### config.mk
export PLATFORM = sky130hd
export DESIGN_NAME = wbu_commit
export DESIGN_NICKNAME = d
export VERILOG_FILES = /design/src/rtl/wbu_commit.sv
export SDC_FILE = /design/constraint.sdc
export NUM_CORES = 1
export LEC_CHECK = 0
export CORE_ASPECT_RATIO = 1.75
export CORE_MARGIN = 8
export CORE_UTILIZATION = 48
export DETAILED_ROUTE_END_ITERATION = 10
export PLACE_DENSITY = 0.8
export RECOVER_POWER = 50
export SETUP_SLACK_MARGIN = 0.1
export SLEW_MARGIN = 10
export SYNTH_ARGS = -nofsm -noshare
export SYNTH_HDL_FRONTEND = slang
export SYNTH_SLANG_ARGS = --single-unit
### constraint.sdc
create_clock -name clk_i -period 5.3 [get_ports clk_i]
set_input_delay 0.795 -clock clk_i [delete_from_list [all_inputs] [get_ports clk_i]]
set_output_delay 0.795 -clock clk_i [all_outputs]
set_load 0.03 [all_outputs]
### src/rtl/wbu_commit.sv
// Write-back stage: buffers load/store results in a small FIFO and retires one per granted cycle.
// Optional retired-instruction counter enabled by defining WBU_MINSTRET_EN.
module wbu_commit #(
    parameter int unsigned WIDTH = 32,
    parameter int unsigned DEPTH = 2
) (
    input  logic             clk_i,
    input  logic             rst_i,
    input  logic             lsu_valid_i,
    input  logic [103:0]     lsu_data_i,
    output logic             wbu_ready_o,
    input  logic             rf_grant_i,
    output logic             rf_wen_o,
    output logic [4:0]       rf_waddr_o,
    output logic [WIDTH-1:0] rf_wdata_o,
    output logic             commit_o,
    output logic             halt_o,
    output logic [WIDTH-1:0] halt_code_o,
    output logic [63:0]      minstret_o
);

    localparam int unsigned PtrW = (DEPTH > 1) ? $clog2(DEPTH) : 1;
    localparam int unsigned CntW = PtrW + 1;
    localparam logic [CntW-1:0] Full = CntW'(DEPTH);

    typedef enum logic [0:0] {StRun, StHalt} state_e;

    // mem_addr is not needed downstream, so only the low 72 payload bits are stored.
    logic [71:0]      mem_q [DEPTH];
    logic [PtrW-1:0]  wr_ptr_q, wr_ptr_d, rd_ptr_q, rd_ptr_d;
    logic [CntW-1:0]  count_q, count_d;
    state_e           state_q, state_d;
    logic             rf_wen_q, rf_wen_d, commit_q, commit_d;
    logic [4:0]       rf_waddr_q, rf_waddr_d;
    logic [WIDTH-1:0] rf_wdata_q, rf_wdata_d, halt_code_q, halt_code_d;
    logic             push, pop;
    logic [71:0]      head;
    logic             unused_mem_addr;

    assign unused_mem_addr = ^lsu_data_i[103:72];
    assign head            = mem_q[rd_ptr_q];

    assign wbu_ready_o = (count_q != Full) && (state_q == StRun);
    assign push        = lsu_valid_i && wbu_ready_o;
    assign pop         = (count_q != '0) && rf_grant_i && (state_q == StRun);

    always_comb begin
        wr_ptr_d    = wr_ptr_q;
        rd_ptr_d    = rd_ptr_q;
        count_d     = count_q;
        state_d     = state_q;
        rf_wen_d    = 1'b0;
        commit_d    = 1'b0;
        rf_waddr_d  = rf_waddr_q;
        rf_wdata_d  = rf_wdata_q;
        halt_code_d = halt_code_q;

        if (push) begin
            wr_ptr_d = wr_ptr_q + PtrW'(1);
        end
        if (pop) begin
            rd_ptr_d   = rd_ptr_q + PtrW'(1);
            rf_wen_d   = head[39] && (head[37:33] != 5'd0);
            rf_waddr_d = head[37:33];
            rf_wdata_d = head[38] ? head[71:40] : head[32:1];
            commit_d   = 1'b1;
            if (head[0]) begin
                state_d     = StHalt;
                halt_code_d = head[32:1];
            end
        end

        unique case ({push, pop})
            2'b10:   count_d = count_q + CntW'(1);
            2'b01:   count_d = count_q - CntW'(1);
            default: count_d = count_q;
        endcase

        // Once halted, anything left in the FIFO is dead.
        if (state_q == StHalt) begin
            count_d = '0;
        end
    end

    always_ff @(posedge clk_i or posedge rst_i) begin
        if (rst_i) begin
            wr_ptr_q    <= '0;
            rd_ptr_q    <= '0;
            count_q     <= '0;
            state_q     <= StRun;
            rf_wen_q    <= 1'b0;
            commit_q    <= 1'b0;
            rf_waddr_q  <= '0;
            rf_wdata_q  <= '0;
            halt_code_q <= '0;
        end else begin
            wr_ptr_q    <= wr_ptr_d;
            rd_ptr_q    <= rd_ptr_d;
            count_q     <= count_d;
            state_q     <= state_d;
            rf_wen_q    <= rf_wen_d;
            commit_q    <= commit_d;
            rf_waddr_q  <= rf_waddr_d;
            rf_wdata_q  <= rf_wdata_d;
            halt_code_q <= halt_code_d;
        end
    end

    always_ff @(posedge clk_i) begin
        if (push) begin
            mem_q[wr_ptr_q] <= lsu_data_i[71:0];
        end
    end

`ifdef WBU_MINSTRET_EN
    logic [63:0] minstret_q;

    always_ff @(posedge clk_i or posedge rst_i) begin
        if (rst_i) begin
            minstret_q <= '0;
        end else if (pop && (minstret_q != '1)) begin
            minstret_q <= minstret_q + 64'd1;
        end
    end

    assign minstret_o = minstret_q;
`else
    assign minstret_o = '0;
`endif

    assign rf_wen_o    = rf_wen_q;
    assign rf_waddr_o  = rf_waddr_q;
    assign rf_wdata_o  = rf_wdata_q;
    assign commit_o    = commit_q;
    assign halt_o      = (state_q == StHalt);
    assign halt_code_o = halt_code_q;

endmodule
Word level (Yosys, flattened, before mapping):

Memories as Yosys holds them, arrays and structs flattened.
Index checks and enable logic that the tools add are counted.

* register bits: 76
* RAM bits: 144
* input bits: 108
* output and inout port bits: 137
* word-level logic and storage cells: 34
* memories kept: 1

* add/sub/neg operators: 4
* equal/unequal tests: 3
* multiplexer cells: 7
* bitwise operators: 1
* reductions and logical operators: 9

Memories
* mem_q: depth 2, bits a word 72, read ports 1, clocked after Yosys merged registers in 0, write ports 1, line 29 `logic [71:0] mem_q [DEPTH];`

Operators by type and width (number)
* 32-bit 2-to-1 mux: 1
* 1-bit logical AND: 5
* 5-bit nonzero test: 1
* 1-bit 2-to-1 mux: 4
* 2-bit one-hot mux with 2 select lines: 1
* 3-bit nonzero test: 1
* 1-bit adder (second input constant): 2
* 2-bit by 1-bit adder with 2-bit output (second input constant): 1
* 2-bit by 1-bit == test with 1-bit output (second input constant): 1
* 2-bit == test (second input constant): 1
* 2-bit 2-to-1 mux: 1
* 2-bit inequality test (second input constant): 1
* 2-bit AND reduction: 1
* 2-bit nonzero test: 1
* 2-bit by 1-bit subtractor with 2-bit output (second input constant): 1
* 1-bit inverter: 1

Depth between registers and ports, before layout:

Gate-level depths: netlist of the first run.

* depth in word-level cells: 6
* depth in mapped cells: 5

Least setup slack after synthesis of the first run:

OpenSTA, ideal clock, no wires.

* path type: in2reg
* start: input lsu_valid_i
* end: memory mem_q[0][0], enable pin
* setup time: 0.503 ns
* arrival time: 3.916 ns
* data required time: 4.797 ns
* setup slack: 0.881 ns
* stages on the path: 2
* cells stage by stage: nand3_1 -> nor2_1

* cells in the longest elaborated chain, start to end: 3

Ends and longest elaborated chain
* from (decl): line 9 `input logic lsu_valid_i,`
* 1-bit logical AND: line 44 `assign push = lsu_valid_i && wbu_ready_o;`
* 1-bit 2-to-1 mux: line 110 `if (push) begin`
* 1-bit 2-to-1 mux (not written as such): line 111 `mem_q[wr_ptr_q] <= lsu_data_i[71:0];`
* to (decl): line 29

Every way passes these cells.

Worst setup path in the final report of the first run:

* start: input rf_grant_i
* end: register halt_code_q[26], in the netlist halt_code_o[26]

* cells in the longest elaborated chain, start to end: 3

Ends and longest elaborated chain
* from (decl): line 12 `input logic rf_grant_i,`
* 1-bit logical AND (2 in series): line 45 `assign pop = (count_q != '0) && rf_grant_i && (state_q == StRun);`
* 2-bit AND reduction (no line)
* to (signal assigned): line 105 `halt_code_q <= halt_code_d;`
* to (decl): line 35 `logic [WIDTH-1:0] rf_wdata_q, rf_wdata_d, halt_code_q, halt_code_d;`

Every way passes these cells.
A chain may end at the register's enable or synchronous reset.

==> run_summary.xml, run 1 <==
<?xml version="1.0" encoding="UTF-8"?>
<metrics>
  <group name="outcome">
    <metric name="run_status" unit="">complete, but fails checks</metric>
    <metric name="failed_checks" unit="">capacitance limit, slew limit</metric>
  </group>
  <group name="clock_network">
    <metric name="cts_root_buffer" unit="">sky130_fd_sc_hd__clkbuf_16</metric>
    <metric name="numClockSinks" unit="">220</metric>
    <metric name="cts_tree" unit="">done</metric>
    <metric name="cts.reportedPaths.clkPinSlew" unit="ps">60</metric>
    <metric name="h-tree-depth" unit="">1</metric>
    <metric name="worstSkewPairLatency" unit="ps">480</metric>
    <metric name="cts_resized" unit="">0</metric>
    <metric name="buffer_levels_on_the_longest_clock_path" unit="">3</metric>
    <metric name="cts-buffers-inserted" unit="">19</metric>
    <metric name="post-cts-setup-buffers" unit="">0</metric>
    <metric name="total_of_hold_buffers_inserted_after_clock_tree_synthesis" unit="">0</metric>
  </group>
  <group name="logic_synthesis">
    <metric name="top_post_synthesis_cells_by_count" unit="">sky130_fd_sc_hd__edfxtp_1, sky130_fd_sc_hd__mux2_2, sky130_fd_sc_hd__dfrtp_1</metric>
    <metric name="synth.avg_cell_area" unit="um2">16.2</metric>
    <metric name="most_instantiated_library_cell_after_synthesis" unit="">sky130_fd_sc_hd__edfxtp_1</metric>
    <metric name="synth_cell_types" unit="">31</metric>
    <metric name="postSynth.asyncResetShare" unit="%">34.5</metric>
    <metric name="synth-seq-cells" unit="">220</metric>
    <metric name="synth.area.top_cells" unit="">sky130_fd_sc_hd__edfxtp_1, sky130_fd_sc_hd__dfrtp_1, sky130_fd_sc_hd__mux2_2</metric>
    <metric name="synth-main-ff-cell" unit="">sky130_fd_sc_hd__edfxtp_1</metric>
    <metric name="synth_cells" unit="">552</metric>
    <metric name="synth-warning-count" unit="">0</metric>
    <metric name="synth_top_area_share" unit="%">48.5</metric>
    <metric name="area_of_the_mapped_netlist" unit="um2">8920</metric>
    <metric name="synth.largest_area_cell" unit="">sky130_fd_sc_hd__edfxtp_1</metric>
    <metric name="synth_sequential_area_ratio" unit="%">69.8</metric>
    <metric name="synth_enable_flop_cells" unit="">144</metric>
  </group>
  <group name="routing">
    <metric name="drt_first_pass_iters" unit="">4</metric>
    <metric name="remaining_drc_errors" unit="">0</metric>
    <metric name="drt-met1-wl" unit="mm">6.94</metric>
    <metric name="met2WireLength" unit="mm">11.0</metric>
    <metric name="final_antenna_net_count" unit="">0</metric>
    <metric name="wl_met3" unit="mm">1.45</metric>
    <metric name="detail_route.vias_per_cell" unit="">5.22</metric>
    <metric name="top_layer_used" unit="">met4</metric>
    <metric name="via_count_of_the_routed_design" unit="">4963</metric>
    <metric name="postRouteWirelength" unit="mm">19.8</metric>
    <metric name="initialDrtViolationCount" unit="">215</metric>
    <metric name="avgRoutedWirePerCell" unit="um">20.9</metric>
  </group>
  <group name="sta">
    <metric name="setup-violations-final" unit="">0</metric>
    <metric name="slew_limit_fails" unit="">88</metric>
    <metric name="timing.final.crit_share" unit="%">69.6</metric>
    <metric name="final_min_period" unit="ps">3690</metric>
    <metric name="final_hold_viol_count" unit="">0</metric>
    <metric name="fin_setup_tns" unit="ps">0</metric>
    <metric name="tightestPinTransition" unit="ps">2260</metric>
    <metric name="fmax" unit="MHz">271</metric>
    <metric name="fin_skew" unit="ps">6.23</metric>
    <metric name="rsz_0062_raised_after_global_routing" unit="">no</metric>
    <metric name="maxSlewHeadroom" unit="%">-51.4</metric>
  </group>
  <group name="worst_setup_path">
    <metric name="rr_worst_depth" unit="">4</metric>
    <metric name="critical_path.endpoint_type" unit="">flip-flop</metric>
    <metric name="critPathKind" unit="">in -&gt; reg</metric>
    <metric name="timing.critical_path.from_type" unit="">input port</metric>
    <metric name="timing.critical_path.fanout_max" unit="">39</metric>
    <metric name="worstPathCellList" unit="">clkdlybuf4s50_1 -&gt; nand2b_1 -&gt; nor3_4 -&gt; buf_4 -&gt; mux2_2</metric>
    <metric name="cp_data_required_time" unit="ps">5650</metric>
    <metric name="cp_slowest_cell" unit="">sky130_fd_sc_hd__nand2b_1</metric>
    <metric name="critical_path.max_stage_delay" unit="ps">920</metric>
    <metric name="cp.arrival" unit="ps">4040</metric>
  </group>
  <group name="global_routing">
    <metric name="first_global_vias" unit="">5468</metric>
    <metric name="track_usage" unit="%">16.5</metric>
    <metric name="grt_remaining_overflow" unit="">0</metric>
    <metric name="antenna_found_initial" unit="">2</metric>
    <metric name="pin_count_of_the_biggest_net_entering_global_routing" unit="">76</metric>
    <metric name="global_route_wire_length_before_repair" unit="mm">30.4</metric>
  </group>
  <group name="placed_design">
    <metric name="gp_congestion" unit="">0.759</metric>
    <metric name="inst_count_dp" unit="">915</metric>
    <metric name="detailed_place_hpwl" unit="mm">12.6</metric>
    <metric name="io_buffers" unit="">148</metric>
  </group>
  <group name="layout">
    <metric name="layout-drive-gt1-share" unit="%">19.6</metric>
    <metric name="finalCoreUtilization" unit="%">59.9</metric>
    <metric name="final_net_count" unit="">806</metric>
    <metric name="area_growth" unit="%">23.8</metric>
    <metric name="post_layout_cell_count" unit="">950</metric>
  </group>
  <group name="die">
    <metric name="die-width" unit="um">119</metric>
    <metric name="floorplan.io_pins" unit="">245</metric>
    <metric name="die_area" unit="um2">23400</metric>
    <metric name="floorplan.die.height" unit="um">196</metric>
    <metric name="core-area" unit="um2">18400</metric>
    <metric name="initial_core_util" unit="%">48.4</metric>
    <metric name="rows" unit="">66</metric>
  </group>
  <group name="pwr">
    <metric name="pwr_density_cell" unit="nW/um2">322</metric>
    <metric name="p_leak" unit="nW">4.31</metric>
    <metric name="ir_drop" unit="mV">0.299</metric>
    <metric name="finalPower" unit="W">0.00356</metric>
  </group>
  <group name="run">
    <metric name="max_cap_viol_count" unit="">2</metric>
  </group>
  <group name="hold_path">
    <metric name="hold_path_depth" unit="">1</metric>
    <metric name="tightest_hold_check_type" unit="">reg -&gt; reg</metric>
  </group>
</metrics>
registers in the layout, indices dropped and copies added (netlist names):
name	count
commit_o	1
rf_wen_o	1
halt_o	1
wr_ptr_q	1
rf_wdata_o	32
count_q	2
mem_q	144
rd_ptr_q	1
halt_code_o	32
rf_waddr_o	5
routing by layer:
layer	GRT usage (%)	vias up
li1	-	2198
met1	17.7	2531
met2	31.2	206
met3	3.25	28
met4	6.03	0
met5	0	-
cells by family after synthesis:
kind of cell | count (synthesis) | synth area share (%)
compound gates | 80 | 4.60
simple gates | 16 | 1.16
buf+inv | 95 | 7.30
flops | 220 | 69.8
other cells | 1 | 0.0421
xor+xnor | 2 | 0.196
mux | 138 | 16.9
report_power, final:
part / total (W) / internal (W) / switching (W)
clock network: 0.00146 / 0.000877 / 0.000579
registers: 0.00187 / 0.00185 / 0.0000212
logic: 0.000237 / 0.0000903 / 0.000147
total: 0.00356 / 0.00281 / 0.000747
final timing paths:
path | start | to | slack, ps
max | rf_grant_i | halt_code_o[26] | 1610
min | halt_code_o[24] | halt_code_o[24] | 490
max reg2reg | halt_o | halt_code_o[26] | 2000
min reg2reg | halt_code_o[24] | halt_code_o[24] | 490
max in group asynchronous | rst_i | rf_wdata_o[14] | 2660
min in group asynchronous | rst_i | halt_code_o[11] | 1380
per-stage QoR:
stage / hold WS (ps) / worst slack [ps] / instance area, um2
2_1_floorplan: 461 / 881 / 9150
3_3_place_gp: 474 / 1650 / 10400
3_5_place_dp: 482 / 1630 / 10400
4_1_cts: 497 / 2100 / 11000
5_1_grt: 511 / 1400 / 11000
6_report: 490 / 1610 / 11000
cell type report:
cell class / instances / area [um2]
fillers: 1397 / 7380
multi-input cells: 300 / 2290
clock buffers: 27 / 556
clock inverters: 6 / 109
well taps: 238 / 298
inverters: 4 / 16.3
diodes: 2 / 5.00
repair buffers: 153 / 1530
flip-flops and latches: 220 / 6230
cell usage in the layout (no fill, tap or decap), types with 2 or more instances in the layout:
| cell | count |
|---|---|
| sky130_fd_sc_hd__inv_1 | 3 |
| sky130_fd_sc_hd__mux2_2 | 96 |
| sky130_fd_sc_hd__dlygate4sd3_1 | 106 |
| sky130_fd_sc_hd__edfxtp_1 | 144 |
| sky130_fd_sc_hd__xnor2_1 | 2 |
| sky130_fd_sc_hd__conb_1 | 64 |
| sky130_fd_sc_hd__clkdlybuf4s50_1 | 42 |
| sky130_fd_sc_hd__a21oi_1 | 3 |
| sky130_fd_sc_hd__or2_2 | 2 |
| sky130_fd_sc_hd__nor2_4 | 2 |
| sky130_fd_sc_hd__o21ai_0 | 71 |
| sky130_fd_sc_hd__clkbuf_8 | 5 |
| sky130_fd_sc_hd__buf_4 | 4 |
| sky130_fd_sc_hd__bufinv_16 | 3 |
| sky130_fd_sc_hd__mux2_1 | 3 |
| sky130_fd_sc_hd__clkbuf_1 | 3 |
| sky130_fd_sc_hd__clkinv_2 | 2 |
| sky130_fd_sc_hd__diode_2 | 2 |
| sky130_fd_sc_hd__clkbuf_16 | 19 |
| sky130_fd_sc_hd__nand2b_1 | 2 |
| sky130_fd_sc_hd__mux2i_1 | 39 |
| sky130_fd_sc_hd__nor3_1 | 2 |
| sky130_fd_sc_hd__dfrtp_1 | 75 |
| sky130_fd_sc_hd__o21ai_1 | 2 |
worst max-delay path, delay by kind of cell:
kind,cells,cell delay [ps]
buffers and inverters,2,1070
multiplexers,1,410
AND/OR/NAND/NOR,2,1730
(Power assumes the default switching activity.)
==> run 2, diff against run 1 <==
Settings changed: CORE_UTILIZATION 48 to 44, PLACE_DENSITY 0.8 to 0.77.
Clock period 5.3 ns to 3.15 ns, I/O delays scaled along.
==> run 2 against run 1 <==
Net effect:
- the run still ends with capacitance limit, slew limit left
- non-clock buffer count is 8 higher
- clock power increased by 55%
- cell area rose by 0.15%
- critical path depth is 1 lower
- clock skew rose by 5.6 ps
- setup slack worse by 1000 ps
- die area increased by 8.1%
- via count increased by 0.40%
- clock-buffer cell count is 3 lower
- critical endpoint is now mem_q[0][51]
==> run_summary.xml, run 2 (synthesis results as in run 1) <==
<?xml version="1.0" encoding="UTF-8"?>
<metrics>
  <group name="global_routing">
    <metric name="grt_remaining_overflow" unit="">0</metric>
    <metric name="antenna_found_initial" unit="">1</metric>
    <metric name="global_route_wire_length_before_repair" unit="mm">31.3</metric>
    <metric name="pin_count_of_the_biggest_net_entering_global_routing" unit="">63</metric>
    <metric name="first_global_vias" unit="">5511</metric>
    <metric name="track_usage" unit="%">16.1</metric>
  </group>
  <group name="placed_design">
    <metric name="gp_congestion" unit="">0.714</metric>
    <metric name="detailed_place_hpwl" unit="mm">14.0</metric>
    <metric name="io_buffers" unit="">148</metric>
  </group>
  <group name="die">
    <metric name="floorplan.io_pins" unit="">245</metric>
    <metric name="rows" unit="">69</metric>
    <metric name="initial_core_util" unit="%">44.3</metric>
    <metric name="core-area" unit="um2">20100</metric>
    <metric name="die-width" unit="um">124</metric>
    <metric name="floorplan.die.height" unit="um">204</metric>
    <metric name="die_area" unit="um2">25300</metric>
  </group>
  <group name="worst_setup_path">
    <metric name="cp_data_required_time" unit="ps">3240</metric>
    <metric name="cp_slowest_cell" unit="">sky130_fd_sc_hd__clkbuf_2</metric>
    <metric name="worstPathCellList" unit="">dlygate4sd3_1 -&gt; nand3_1 -&gt; nor2_1 -&gt; clkbuf_2</metric>
    <metric name="timing.critical_path.from_type" unit="">input port</metric>
    <metric name="cp.arrival" unit="ps">2680</metric>
    <metric name="timing.critical_path.fanout_max" unit="">50</metric>
    <metric name="critical_path.endpoint_type" unit="">flip-flop</metric>
    <metric name="critPathKind" unit="">in -&gt; reg</metric>
    <metric name="critical_path.max_stage_delay" unit="ps">1140</metric>
  </group>
  <group name="clock_network">
    <metric name="numClockSinks" unit="">220</metric>
    <metric name="buffer_levels_on_the_longest_clock_path" unit="">3</metric>
    <metric name="post-cts-setup-buffers" unit="">0</metric>
    <metric name="cts_root_buffer" unit="">sky130_fd_sc_hd__clkbuf_16</metric>
    <metric name="cts_resized" unit="">0</metric>
    <metric name="cts-buffers-inserted" unit="">20</metric>
    <metric name="cts.reportedPaths.clkPinSlew" unit="ps">60</metric>
    <metric name="worstSkewPairLatency" unit="ps">490</metric>
    <metric name="h-tree-depth" unit="">1</metric>
    <metric name="total_of_hold_buffers_inserted_after_clock_tree_synthesis" unit="">0</metric>
    <metric name="cts_tree" unit="">done</metric>
  </group>
  <group name="sta">
    <metric name="slew_limit_fails" unit="">85</metric>
    <metric name="final_hold_viol_count" unit="">0</metric>
    <metric name="fin_setup_tns" unit="ps">0</metric>
    <metric name="whs" unit="ps">507</metric>
    <metric name="rsz_0062_raised_after_global_routing" unit="">no</metric>
    <metric name="maxSlewHeadroom" unit="%">-17.6</metric>
    <metric name="final_min_period" unit="ps">2590</metric>
    <metric name="fin_skew" unit="ps">11.9</metric>
    <metric name="setup-violations-final" unit="">0</metric>
    <metric name="tightestPinTransition" unit="ps">1750</metric>
    <metric name="timing.final.crit_share" unit="%">82.2</metric>
    <metric name="fmax" unit="MHz">386</metric>
  </group>
  <group name="layout">
    <metric name="layout-drive-gt1-share" unit="%">20.3</metric>
    <metric name="fillers" unit="">1611</metric>
    <metric name="sequential_cell_area" unit="um2">6230</metric>
    <metric name="mostFrequentLayoutCells" unit="">sky130_fd_sc_hd__edfxtp_1, sky130_fd_sc_hd__mux2_2, sky130_fd_sc_hd__dfrtp_1</metric>
    <metric name="regMostFlops" unit="">mem_q</metric>
    <metric name="largest_register_ffs" unit="">144</metric>
    <metric name="multi_input_area" unit="um2">2280</metric>
    <metric name="area_growth" unit="%">24.0</metric>
    <metric name="final_net_count" unit="">815</metric>
    <metric name="layout.cells.most_common" unit="">sky130_fd_sc_hd__edfxtp_1</metric>
  </group>
  <group name="routing">
    <metric name="drt_first_pass_iters" unit="">4</metric>
    <metric name="remaining_drc_errors" unit="">0</metric>
    <metric name="initialDrtViolationCount" unit="">287</metric>
    <metric name="avgRoutedWirePerCell" unit="um">21.3</metric>
    <metric name="detail_route.vias_per_cell" unit="">5.14</metric>
    <metric name="final_antenna_net_count" unit="">0</metric>
    <metric name="via_count_of_the_routed_design" unit="">4983</metric>
    <metric name="postRouteWirelength" unit="mm">20.7</metric>
  </group>
  <group name="hold_path">
    <metric name="tightest_hold_check_type" unit="">reg -&gt; reg</metric>
  </group>
  <group name="outcome">
    <metric name="failed_checks" unit="">capacitance limit, slew limit</metric>
    <metric name="run_status" unit="">complete, but fails checks</metric>
  </group>
  <group name="pwr">
    <metric name="pwr_density_cell" unit="nW/um2">526</metric>
    <metric name="p_leak" unit="nW">4.25</metric>
    <metric name="ir_drop" unit="mV">0.493</metric>
  </group>
  <group name="run">
    <metric name="max_cap_viol_count" unit="">2</metric>
  </group>
</metrics>
[run 2: cell types whose count changed in the layout (fill, tap and decap cells not counted), moves of 2 or more]
cell,previous run,this run
sky130_fd_sc_hd__clkdlybuf4s50_1,42,74
sky130_fd_sc_hd__dlygate4sd3_1,106,74
sky130_fd_sc_hd__buf_4,4,10
sky130_fd_sc_hd__clkbuf_8,5,1
sky130_fd_sc_hd__bufinv_16,3,0
sky130_fd_sc_hd__clkinv_1,0,3
sky130_fd_sc_hd__clkinv_2,2,5
sky130_fd_sc_hd__clkbuf_16,19,21
[run 2: through the flow]
step | area (um2) | utilization, % | instances | power, W | worst slack [ps]
after global routing | 11100 | 55.0 | 969 | 0.00602 | 371
after CTS | 11100 | 55.1 | 968 | 0.00589 | 680
after detailed placement | 10500 | 52.0 | 933 | 0.00363 | 619
after global placement | 10500 | 52.0 | 933 | 0.00361 | 676
after floorplan | 9160 | - | 615 | 0.00349 | 110
final | 11100 | 55.0 | 969 | 0.00581 | 560
[run 2: path summary, 6_finish.rpt]
kind / to / slack [ps] / depth (start not counted) / from
min: halt_code_o[21] / 510 / 1 / halt_code_o[21]
min reg2reg: halt_code_o[21] / 510 / 1 / halt_code_o[21]
min in group asynchronous: halt_code_o[19] / 870 / 2 / rst_i
max reg2reg: mem_q[0][51] / 630 / 4 / count_q[0]
max in group asynchronous: rd_ptr_q / 1350 / 3 / rst_i
max: mem_q[0][51] / 560 / 4 / lsu_valid_i
[run 2: cell type report]
class / instances / area share [%]
Tap cell: 248 / 2.81
Antenna cell: 1 / 0.0226
Sequential cell: 220 / 56.3
Clock inverter: 11 / 0.577
Multi-Input combinational cell: 300 / 20.7
Clock buffer: 24 / 4.95
Timing Repair Buffer: 161 / 14.5
Inverter: 4 / 0.147
[run 2: report_power, final]
group | internal (W) | leakage (nW) | total [W] | switching [W]
combinational | 0.000157 | 1.68 | 0.000423 | 0.000266
sequential | 0.00311 | 2.26 | 0.00312 | 0.0000186
clock | 0.00125 | 0.303 | 0.00227 | 0.00102
total | 0.00451 | 4.25 | 0.00581 | 0.00130
[run 2: critical path, delay by kind of cell]
family                 cells  cell delay [ps]
buffers and inverters      2             1810
AND/OR/NAND/NOR            2              360
[run 2: routing by layer]
metal | global-route usage (%) | routed length [um] | up-vias
met5 | 0 | 0 | -
met4 | 5.62 | 580 | 0
met3 | 3.02 | 1430 | 36
met2 | 30.4 | 11400 | 184
met1 | 17.2 | 7210 | 2545
li1 | - | - | 2218
